`config.mk`:
```
export PLATFORM = sky130hd
export DESIGN_NAME = axi_rd_arbiter_flat
export DESIGN_NICKNAME = d
export VERILOG_FILES = /design/src/rtl/axi_rd_arbiter_if.sv /design/src/rtl/axi_rd_arbiter.sv /design/src/flat_wrapper.sv
export SDC_FILE = /design/constraint.sdc
export NUM_CORES = 1
export LEC_CHECK = 0
export CAP_MARGIN = 20
export CORE_MARGIN = 5
export CORE_UTILIZATION = 35
export CTS_BUF_LIST = sky130_fd_sc_hd__clkbuf_4 sky130_fd_sc_hd__clkbuf_8
export DETAILED_ROUTE_END_ITERATION = 8
export GPL_TIMING_DRIVEN = 1
export PLACE_DENSITY = 0.79
export SKIP_CTS_REPAIR_TIMING = 1
export SYNTH_ARGS = -nofsm -noshare
export SYNTH_HDL_FRONTEND = slang
export SYNTH_SLANG_ARGS = --single-unit
```
`constraint.sdc`:
```
create_clock -name M_AXI_CLK -period 5.62 [get_ports M_AXI_CLK]
set_clock_uncertainty 0.1 [all_clocks]
set_input_delay 1.686 -clock M_AXI_CLK [delete_from_list [all_inputs] [get_ports M_AXI_CLK]]
set_output_delay 1.686 -clock M_AXI_CLK [all_outputs]
set_load 0.05 [all_outputs]
```
`src/rtl/axi_rd_arbiter_if.sv`:
```
// One AXI4 read address + read data channel pair.
// The master modport drives AR and RREADY; the slave modport drives ARREADY and R.
interface axi_rd_arbiter_if;
  logic [31:0] ARADDR;
  logic [7:0]  ARLEN;
  logic [2:0]  ARSIZE;
  logic [1:0]  ARBURST;
  logic        ARVALID;
  logic        ARREADY;
  logic [31:0] RDATA;
  logic [1:0]  RRESP;
  logic        RLAST;
  logic        RVALID;
  logic        RREADY;

  modport master (
    output ARADDR, ARLEN, ARSIZE, ARBURST, ARVALID, RREADY,
    input  ARREADY, RDATA, RRESP, RLAST, RVALID
  );

  modport slave (
    input  ARADDR, ARLEN, ARSIZE, ARBURST, ARVALID, RREADY,
    output ARREADY, RDATA, RRESP, RLAST, RVALID
  );
endinterface

```
`src/rtl/axi_rd_arbiter.sv`:
```
// Shares one AXI4 AR/R channel pair between the I-cache (S0, high priority) and the
// D-cache (S1, low priority). One burst outstanding; S1 starvation is bounded.
module axi_rd_arbiter #(
  parameter int unsigned STARVE_LIMIT = 4
) (
  input  logic                   M_AXI_CLK,
  input  logic                   M_AXI_RSTN,
  axi_rd_arbiter_if.slave        S0,
  axi_rd_arbiter_if.slave        S1,
  axi_rd_arbiter_if.master       M_AXI,
  output logic [1:0]             GRANT,
  output logic                   BUSY,
  output logic                   ERR_LEN
);

  typedef enum logic [1:0] {StIdle, StAddr, StData} state_e;

  localparam logic [3:0] StarveMax = 4'(STARVE_LIMIT);

  state_e      state_q;
  logic [1:0]  grant_q;
  logic [31:0] araddr_q;
  logic [7:0]  arlen_q;
  logic [2:0]  arsize_q;
  logic [1:0]  arburst_q;
  logic        arvalid_q;
  logic [7:0]  beat_q;
  logic [3:0]  starve_q;
  logic        err_q;

  logic idle, in_data, s0_win, s1_win, own0, own1, r_hs;

  assign idle    = (state_q == StIdle);
  assign in_data = (state_q == StData);

  // S1 only overrides a competing S0 once it has been passed over StarveMax times.
  assign s1_win = idle && S1.ARVALID && (!S0.ARVALID || (starve_q == StarveMax));
  assign s0_win = idle && S0.ARVALID && !s1_win;

  assign S0.ARREADY = s0_win;
  assign S1.ARREADY = s1_win;

  assign own0 = in_data && grant_q[0];
  assign own1 = in_data && grant_q[1];

  // R path is pure steering: no added latency, non-owner sees all zeros.
  assign M_AXI.RREADY = (own0 && S0.RREADY) || (own1 && S1.RREADY);
  assign r_hs         = in_data && M_AXI.RVALID && M_AXI.RREADY;

  assign S0.RVALID = own0 && M_AXI.RVALID;
  assign S0.RDATA  = own0 ? M_AXI.RDATA : '0;
  assign S0.RRESP  = own0 ? M_AXI.RRESP : '0;
  assign S0.RLAST  = own0 && M_AXI.RLAST;

  assign S1.RVALID = own1 && M_AXI.RVALID;
  assign S1.RDATA  = own1 ? M_AXI.RDATA : '0;
  assign S1.RRESP  = own1 ? M_AXI.RRESP : '0;
  assign S1.RLAST  = own1 && M_AXI.RLAST;

  assign M_AXI.ARADDR  = araddr_q;
  assign M_AXI.ARLEN   = arlen_q;
  assign M_AXI.ARSIZE  = arsize_q;
  assign M_AXI.ARBURST = arburst_q;
  assign M_AXI.ARVALID = arvalid_q;

  assign GRANT   = grant_q;
  assign BUSY    = !idle;
  assign ERR_LEN = err_q;

  always_ff @(posedge M_AXI_CLK or negedge M_AXI_RSTN) begin
    if (!M_AXI_RSTN) begin
      state_q   <= StIdle;
      grant_q   <= '0;
      araddr_q  <= '0;
      arlen_q   <= '0;
      arsize_q  <= '0;
      arburst_q <= '0;
      arvalid_q <= 1'b0;
      beat_q    <= '0;
      starve_q  <= '0;
      err_q     <= 1'b0;
    end else begin
      unique case (state_q)
        StIdle: begin
          if (s1_win) begin
            araddr_q  <= S1.ARADDR;
            arlen_q   <= S1.ARLEN;
            arsize_q  <= S1.ARSIZE;
            arburst_q <= S1.ARBURST;
            grant_q   <= 2'b10;
            starve_q  <= '0;
            arvalid_q <= 1'b1;
            state_q   <= StAddr;
          end else if (s0_win) begin
            araddr_q  <= S0.ARADDR;
            arlen_q   <= S0.ARLEN;
            arsize_q  <= S0.ARSIZE;
            arburst_q <= S0.ARBURST;
            grant_q   <= 2'b01;
            if (S1.ARVALID && (starve_q != StarveMax)) begin
              starve_q <= starve_q + 4'd1;
            end
            arvalid_q <= 1'b1;
            state_q   <= StAddr;
          end
        end
        StAddr: begin
          if (M_AXI.ARREADY) begin
            arvalid_q <= 1'b0;
            beat_q    <= '0;
            state_q   <= StData;
          end
        end
        StData: begin
          if (r_hs) begin
            beat_q <= beat_q + 8'd1;
            // Flag both an early RLAST and a missing one; only RLAST ends the burst.
            if (M_AXI.RLAST != (beat_q == arlen_q)) begin
              err_q <= 1'b1;
            end
            if (M_AXI.RLAST) begin
              state_q <= StIdle;
              grant_q <= '0;
            end
          end
        end
        default: state_q <= StIdle;
      endcase
    end
  end

endmodule

```
`src/flat_wrapper.sv`:
```
// flat-port wrapper written by rule: the top's interface ports become plain ports
module axi_rd_arbiter_flat 
#(
  parameter int unsigned STARVE_LIMIT = 4
)
  (M_AXI_CLK, M_AXI_RSTN, GRANT, BUSY, ERR_LEN, S0_ARADDR, S0_ARLEN, S0_ARSIZE, S0_ARBURST, S0_ARVALID, S0_RREADY, S0_ARREADY, S0_RDATA, S0_RRESP, S0_RLAST, S0_RVALID, S1_ARADDR, S1_ARLEN, S1_ARSIZE, S1_ARBURST, S1_ARVALID, S1_RREADY, S1_ARREADY, S1_RDATA, S1_RRESP, S1_RLAST, S1_RVALID, M_AXI_ARADDR, M_AXI_ARLEN, M_AXI_ARSIZE, M_AXI_ARBURST, M_AXI_ARVALID, M_AXI_RREADY, M_AXI_ARREADY, M_AXI_RDATA, M_AXI_RRESP, M_AXI_RLAST, M_AXI_RVALID);
  axi_rd_arbiter_if S0_i ();
  axi_rd_arbiter_if S1_i ();
  axi_rd_arbiter_if M_AXI_i ();
  input  logic M_AXI_CLK;
  input  logic M_AXI_RSTN;
  output logic [1:0] GRANT;
  output logic BUSY;
  output logic ERR_LEN;
  input wire logic [$bits(S0_i.ARADDR)-1:0] S0_ARADDR;
  input wire logic [$bits(S0_i.ARLEN)-1:0] S0_ARLEN;
  input wire logic [$bits(S0_i.ARSIZE)-1:0] S0_ARSIZE;
  input wire logic [$bits(S0_i.ARBURST)-1:0] S0_ARBURST;
  input wire logic [$bits(S0_i.ARVALID)-1:0] S0_ARVALID;
  input wire logic [$bits(S0_i.RREADY)-1:0] S0_RREADY;
  output wire logic [$bits(S0_i.ARREADY)-1:0] S0_ARREADY;
  output wire logic [$bits(S0_i.RDATA)-1:0] S0_RDATA;
  output wire logic [$bits(S0_i.RRESP)-1:0] S0_RRESP;
  output wire logic [$bits(S0_i.RLAST)-1:0] S0_RLAST;
  output wire logic [$bits(S0_i.RVALID)-1:0] S0_RVALID;
  input wire logic [$bits(S1_i.ARADDR)-1:0] S1_ARADDR;
  input wire logic [$bits(S1_i.ARLEN)-1:0] S1_ARLEN;
  input wire logic [$bits(S1_i.ARSIZE)-1:0] S1_ARSIZE;
  input wire logic [$bits(S1_i.ARBURST)-1:0] S1_ARBURST;
  input wire logic [$bits(S1_i.ARVALID)-1:0] S1_ARVALID;
  input wire logic [$bits(S1_i.RREADY)-1:0] S1_RREADY;
  output wire logic [$bits(S1_i.ARREADY)-1:0] S1_ARREADY;
  output wire logic [$bits(S1_i.RDATA)-1:0] S1_RDATA;
  output wire logic [$bits(S1_i.RRESP)-1:0] S1_RRESP;
  output wire logic [$bits(S1_i.RLAST)-1:0] S1_RLAST;
  output wire logic [$bits(S1_i.RVALID)-1:0] S1_RVALID;
  output wire logic [$bits(M_AXI_i.ARADDR)-1:0] M_AXI_ARADDR;
  output wire logic [$bits(M_AXI_i.ARLEN)-1:0] M_AXI_ARLEN;
  output wire logic [$bits(M_AXI_i.ARSIZE)-1:0] M_AXI_ARSIZE;
  output wire logic [$bits(M_AXI_i.ARBURST)-1:0] M_AXI_ARBURST;
  output wire logic [$bits(M_AXI_i.ARVALID)-1:0] M_AXI_ARVALID;
  output wire logic [$bits(M_AXI_i.RREADY)-1:0] M_AXI_RREADY;
  input wire logic [$bits(M_AXI_i.ARREADY)-1:0] M_AXI_ARREADY;
  input wire logic [$bits(M_AXI_i.RDATA)-1:0] M_AXI_RDATA;
  input wire logic [$bits(M_AXI_i.RRESP)-1:0] M_AXI_RRESP;
  input wire logic [$bits(M_AXI_i.RLAST)-1:0] M_AXI_RLAST;
  input wire logic [$bits(M_AXI_i.RVALID)-1:0] M_AXI_RVALID;
  assign S0_i.ARADDR = S0_ARADDR;
  assign S0_i.ARLEN = S0_ARLEN;
  assign S0_i.ARSIZE = S0_ARSIZE;
  assign S0_i.ARBURST = S0_ARBURST;
  assign S0_i.ARVALID = S0_ARVALID;
  assign S0_i.RREADY = S0_RREADY;
  assign S0_ARREADY = S0_i.ARREADY;
  assign S0_RDATA = S0_i.RDATA;
  assign S0_RRESP = S0_i.RRESP;
  assign S0_RLAST = S0_i.RLAST;
  assign S0_RVALID = S0_i.RVALID;
  assign S1_i.ARADDR = S1_ARADDR;
  assign S1_i.ARLEN = S1_ARLEN;
  assign S1_i.ARSIZE = S1_ARSIZE;
  assign S1_i.ARBURST = S1_ARBURST;
  assign S1_i.ARVALID = S1_ARVALID;
  assign S1_i.RREADY = S1_RREADY;
  assign S1_ARREADY = S1_i.ARREADY;
  assign S1_RDATA = S1_i.RDATA;
  assign S1_RRESP = S1_i.RRESP;
  assign S1_RLAST = S1_i.RLAST;
  assign S1_RVALID = S1_i.RVALID;
  assign M_AXI_ARADDR = M_AXI_i.ARADDR;
  assign M_AXI_ARLEN = M_AXI_i.ARLEN;
  assign M_AXI_ARSIZE = M_AXI_i.ARSIZE;
  assign M_AXI_ARBURST = M_AXI_i.ARBURST;
  assign M_AXI_ARVALID = M_AXI_i.ARVALID;
  assign M_AXI_RREADY = M_AXI_i.RREADY;
  assign M_AXI_i.ARREADY = M_AXI_ARREADY;
  assign M_AXI_i.RDATA = M_AXI_RDATA;
  assign M_AXI_i.RRESP = M_AXI_RRESP;
  assign M_AXI_i.RLAST = M_AXI_RLAST;
  assign M_AXI_i.RVALID = M_AXI_RVALID;
  axi_rd_arbiter #(.STARVE_LIMIT(STARVE_LIMIT)) u_core (.M_AXI_CLK(M_AXI_CLK), .M_AXI_RSTN(M_AXI_RSTN), .S0(S0_i), .S1(S1_i), .M_AXI(M_AXI_i), .GRANT(GRANT), .BUSY(BUSY), .ERR_LEN(ERR_LEN));
endmodule
```
Yosys cells after proc, flatten, opt, wreduce, memory -nomap -nowiden
Index checks and enable logic that the tools add are counted.
- mux-type cells: 30
- equal/unequal tests: 10
- add/subtract/negate cells: 2
- reductions and logical operators: 33
- operator list (kind ; number):
    $mux 32 ; 4
    $mux 8 ; 4
    $mux 2 ; 10
    $pmux 8 s2 ; 1
    $logic_and 1x1->1 ; 15
    $mux 4 ; 3
    $reduce_and 3->1 ; 4
    $reduce_bool 2->1 ; 5
    $add 8x1->8 const B ; 1
    $eq 8x8->1 ; 1
    $reduce_and 4->1 ; 2
    $mux 3 ; 2
    $ne 2x2->1 const B ; 3
    $pmux 2 s3 ; 1
    $add 4x1->4 const B ; 1
    $eq 4x3->1 const B ; 1
    $ne 4x3->1 const B ; 1
    $pmux 2 s2 ; 1
    $logic_not 1->1 ; 3
    $mux 1 ; 3
    $ne 3x3->1 const B ; 1
    $eq 2x1->1 const B ; 1
    $eq 2x2->1 const B ; 1
    $logic_not 2->1 ; 1
    4 further kinds ; 5
- bits in registers: 63
- word-level logic and storage cells: 85
- output and inout port bits: 125
- input bits: 133

Longest topological paths before layout
- word-level depth: 8
- gate-level depth with buffers: 8
- depth with buffers taken out: 6

Worst setup path before layout
Ideal clock, no wire load.
- path kind: in2out
- start: input S1_ARVALID
- end: output S1_ARREADY
- cell stages on the path: 3
- arrival time: 2.543 ns
- buffers on the path: 1
- setup slack: 1.291 ns
- required time: 3.834 ns
- path through: or3b_4 a21oi_2 buf_2
- longest elaborated chain between the ends: 2
- RTL lines (element ; RTL line ; text):
    start: declaration ; flat_wrapper.sv:30 ; input wire logic [$bits(S1_i.ARVALID)-1:0] S1_ARVALID;
    $logic_and 1x1->1 (2 in a row) ; axi_rd_arbiter.sv:37 ; assign s1_win = idle && S1.ARVALID && (!S0.ARVALID || (starve_q == StarveMax));
    end: declaration ; flat_wrapper.sv:32 ; output wire logic [$bits(S1_i.ARREADY)-1:0] S1_ARREADY;
Every way passes these cells.

Final worst setup path
- start: input S1_RREADY
- end: output M_AXI_RREADY
- longest elaborated chain between the ends: 2
- RTL lines (element ; RTL line ; text):
    start: declaration ; flat_wrapper.sv:31 ; input wire logic [$bits(S1_i.RREADY)-1:0] S1_RREADY;
    $logic_and 1x1->1 ; axi_rd_arbiter.sv:47 ; assign M_AXI.RREADY = (own0 && S0.RREADY) || (own1 && S1.RREADY);
    $logic_or 1x1->1 ; axi_rd_arbiter.sv:47 ;
    end: declaration ; flat_wrapper.sv:42 ; output wire logic [$bits(M_AXI_i.RREADY)-1:0] M_AXI_RREADY;
Every way passes these cells.

==> flow_metrics.py <==
metrics = {
    "outcome": {
        "outcome": "finished clean",
    },
    "grt": {
        "track_usage_pct": 21.9,
        "grt_pass1_vias": 3822,
        "antenna_found_initial": 0,
        "grt_overflow_total": 0,
        "grt_start_max_net_pins": 74,
        "grt_pass1_wl_mm": 20.0,
    },
    "synth": {
        "syn_area_per_cell_sq_um": 10.1,
        "netlist_area_sq_um": 3480,
        "synthAdderAreaFrac_pct": 1.08,
        "syn_inst": 346,
        "synth_top_family_by_area": "compound AO/OA/AOI/OAI gates",
        "ys_ff_latch": 63,
        "synth_xor_area_share_pct": 2.01,
        "synth_cell_types": 37,
        "ys_warn_count": 0,
        "syn_nets": 482,
        "synth_compound_area_share_pct": 26.5,
        "synth_mux_area_share_pct": 0,
        "ys_seq_area_share_pct": 45.3,
        "yosys.area_share.simple_pct": 19.3,
    },
    "final_layout": {
        "final_cell_mix": "clkdlybuf4s50_1 (254), and3_1 (74), dfrtp_1 (63), a21o_1 (47), a22o_1 (46)",
        "n_antenna_cell": 0,
        "num-nets-final": 724,
        "layout_commonest_cell": "clkdlybuf4s50_1",
        "drive_gt1_share_pct": 5.56,
        "syn_to_final_growth_pct": 82.8,
        "final_util_pct": 65.4,
        "seq_area_sq_um": 1580,
        "multi_input_area_sq_um": 1740,
        "nFillCells": 782,
    },
    "routing": {
        "met3_length_mm": 1.39,
        "drt-met1-wl_mm": 4.90,
        "postRouteAntennaNets": 0,
        "vias": 3816,
        "drtIter0Drc": 205,
        "vias_per_cell": 5.26,
        "wl_per_cell_um": 19.0,
        "highest_layer": "met4",
        "routed_wirelength_mm": 13.8,
        "drt_pass1_iterations": 4,
        "wl_met2_mm": 6.86,
        "drcViolationCount": 0,
    },
    "critical_path": {
        "max_stage_delay_ns": 0.83,
        "start_kind": "input port",
        "critical_path.top_delay_family": "buffers and inverters",
        "endpoint": "M_AXI_RREADY",
        "critPathSlowestCell": "clkdlybuf4s50_1",
        "critPathBufInv": 2,
        "cp-startpoint": "S1_RREADY",
        "crit_type": "in2out",
        "rrSetupSlack_ns": 3.16,
        "critical_path_arrival_ns": 3.29,
        "path_max_fanout": 4,
        "timing.rr.start": "u_core.GRANT[0]",
        "cp_data_required_time_ns": 3.83,
        "crit_path_frequent_cell": "clkdlybuf4s50_1",
        "reg2regPathDepth": 4,
        "cp-end-kind": "output pin",
        "path_cells": "clkdlybuf4s50_1 -> a22oi_1 -> nor2_1 -> clkdlybuf4s50_1",
        "r2r_end": "u_core.GRANT[0]",
        "crit_cells": 4,
    },
    "clocking": {
        "cts_tree": "built",
        "cts-htree-levels": 3,
        "cts.reportedPaths.clkPinSlew_ns": 0.07,
        "cts.sinks": 63,
        "clk_latency_ns": 0.33,
        "cts-root-buf": "clkbuf_8",
        "cts_buffer_depth": 2,
        "cts-buffers-inserted": 9,
    },
    "placement": {
        "dp_hpwl_mm": 10.8,
        "numPortBuffers": 257,
        "gp_congestion": 0.780,
        "place_ws_ns": 0.540,
    },
    "sta": {
        "rsz0062_at_grt": "no",
        "tightest_slew_ns": 1.10,
        "slew_headroom_pct": 26.5,
        "finalSetupTns_ns": 0,
        "hold_viol": 0,
        "worst_slack_ns": 0.547,
        "setup_viol": 0,
        "period_needed_ns": 5.07,
        "fin_crit_sh_pct": 90.3,
        "fmax_ghz": 0.197,
        "slew_viol_final": 0,
    },
    "floorplanning": {
        "rows": 36,
        "initial_core_util_pct": 35.8,
        "design.die.area_sq_um": 12000,
        "core_area_sq_um": 9730,
        "boundaryPins": 258,
        "die_x_um": 110,
        "die_h_um": 110,
    },
    "min_path": {
        "min_path_type": "reg2reg",
        "holdPathStages": 2,
    },
    "flow_run": {
        "maxCapViolCount": 0,
    },
    "pwr": {
        "total_power_uw": 3380,
        "power.density_nw_per_um2": 531,
        "ir_drop_mv": 0.337,
        "power_leakage_uw": 0.00312,
    },
}
==> worst register-to-register path, stage by stage (launching register included) <==
cell and delay (ns):
dfrtp_1 0.96, a22oi_1 0.27, nor2_1 0.49, nand2_1 0.23, a31o_2 0.29
==> kinds of logic after synthesis <==
group                      after synthesis
AOI/OAI and AO/OA                      121
xor gates and xnor gates                 8
adders and majority gates                3
buffers and inverters                   38
DFF                                     63
and+or+nand+nor                        113
==> sequential cells by signal (all words and copies together), names as in the netlist <==
register and count:
u_core.M_AXI.ARADDR 32, u_core.ERR_LEN 1, u_core.M_AXI.ARSIZE 3, u_core.M_AXI.ARLEN 8, u_core.starve_q 4, u_core.M_AXI.ARVALID 1
u_core.state_q 2, u_core.M_AXI.ARBURST 2, u_core.GRANT 2, u_core.beat_q 8
==> final cells by class <==
type	count	share of cell area (%)
Sequential cell	63	24.8
Multi-Input combinational cell	245	27.3
Timing Repair Buffer	262	41.3
Inverter	7	0.413
Clock inverter	5	1.26
Tap cell	133	2.62
Clock buffer	11	2.38
==> routing by layer <==
metal | track usage [%] | up-vias
met1 | 22.6 | 1804
met3 | 7.22 | 26
met5 | 0 | -
met4 | 10.7 | 0
met2 | 39.5 | 212
li1 | - | 1774
==> worst min-delay path by stage <==
stage                                  start                  to  slack [ns]
after global routing          u_core.ERR_LEN      u_core.ERR_LEN        0.43
final                         u_core.ERR_LEN      u_core.ERR_LEN        0.38
after CTS                     u_core.ERR_LEN      u_core.ERR_LEN        0.39
after global placement        u_core.ERR_LEN      u_core.ERR_LEN        0.37
after floorplan           u_core.starve_q[3]  u_core.starve_q[3]        0.38
after detailed placement      u_core.ERR_LEN      u_core.ERR_LEN        0.37
==> stage by stage <==
| step | area, sq um | std cells | hold WS [ns] |
|---|---|---|---|
| 2_1_floorplan | 3480 | 346 | 0.382 |
| 3_3_place_gp | 6130 | 710 | 0.372 |
| 3_5_place_dp | 6130 | 710 | 0.375 |
| 4_1_cts | 6360 | 726 | 0.392 |
| 5_1_grt | 6360 | 726 | 0.427 |
| 6_report | 6360 | 726 | 0.384 |
==> power breakdown <==
group	switching, uW	internal, uW	total (uW)	leakage (uW)
combinational	1300	809	2110	0.00222
clock	170	273	443	0.000112
sequential	188	639	827	0.000790
total	1660	1720	3380	0.00312
==> cells in the mapped netlist <==
master | instances | area [sq um]
nor2b_1 | 1 | 6.26
a21oi_1 | 3 | 15.0
nand2b_1 | 2 | 12.5
a31o_2 | 2 | 17.5
dfrtp_1 | 63 | 1580
o211ai_1 | 1 | 7.51
or3b_4 | 1 | 11.3
and3b_1 | 1 | 8.76
nand3_1 | 3 | 15.0
o22ai_1 | 2 | 12.5
nand2_1 | 10 | 37.5
buf_2 | 4 | 20.0
nor3_1 | 1 | 5.00
clkbuf_1 | 19 | 71.3
a22o_1 | 46 | 403
xnor2_1 | 8 | 70.1
or2_2 | 1 | 6.26
o31ai_1 | 1 | 7.51
a21oi_2 | 1 | 8.76
or4_1 | 1 | 7.51
nand3b_1 | 2 | 15.0
a22oi_1 | 1 | 7.51
buf_6 | 6 | 67.6
and3_1 | 74 | 463
and2_1 | 2 | 12.5
o21ba_2 | 1 | 10.0
a21o_1 | 47 | 353
inv_1 | 7 | 26.3
or3_1 | 2 | 12.5
and4b_1 | 1 | 10.0
nand4_1 | 3 | 18.8
ha_1 | 3 | 37.5
o21ai_0 | 14 | 70.1
nor2_1 | 8 | 30.0
a31oi_1 | 1 | 6.26
buf_4 | 2 | 15.0
o21ai_1 | 1 | 5.00
Note: power is estimated with default switching activity, not from simulation.
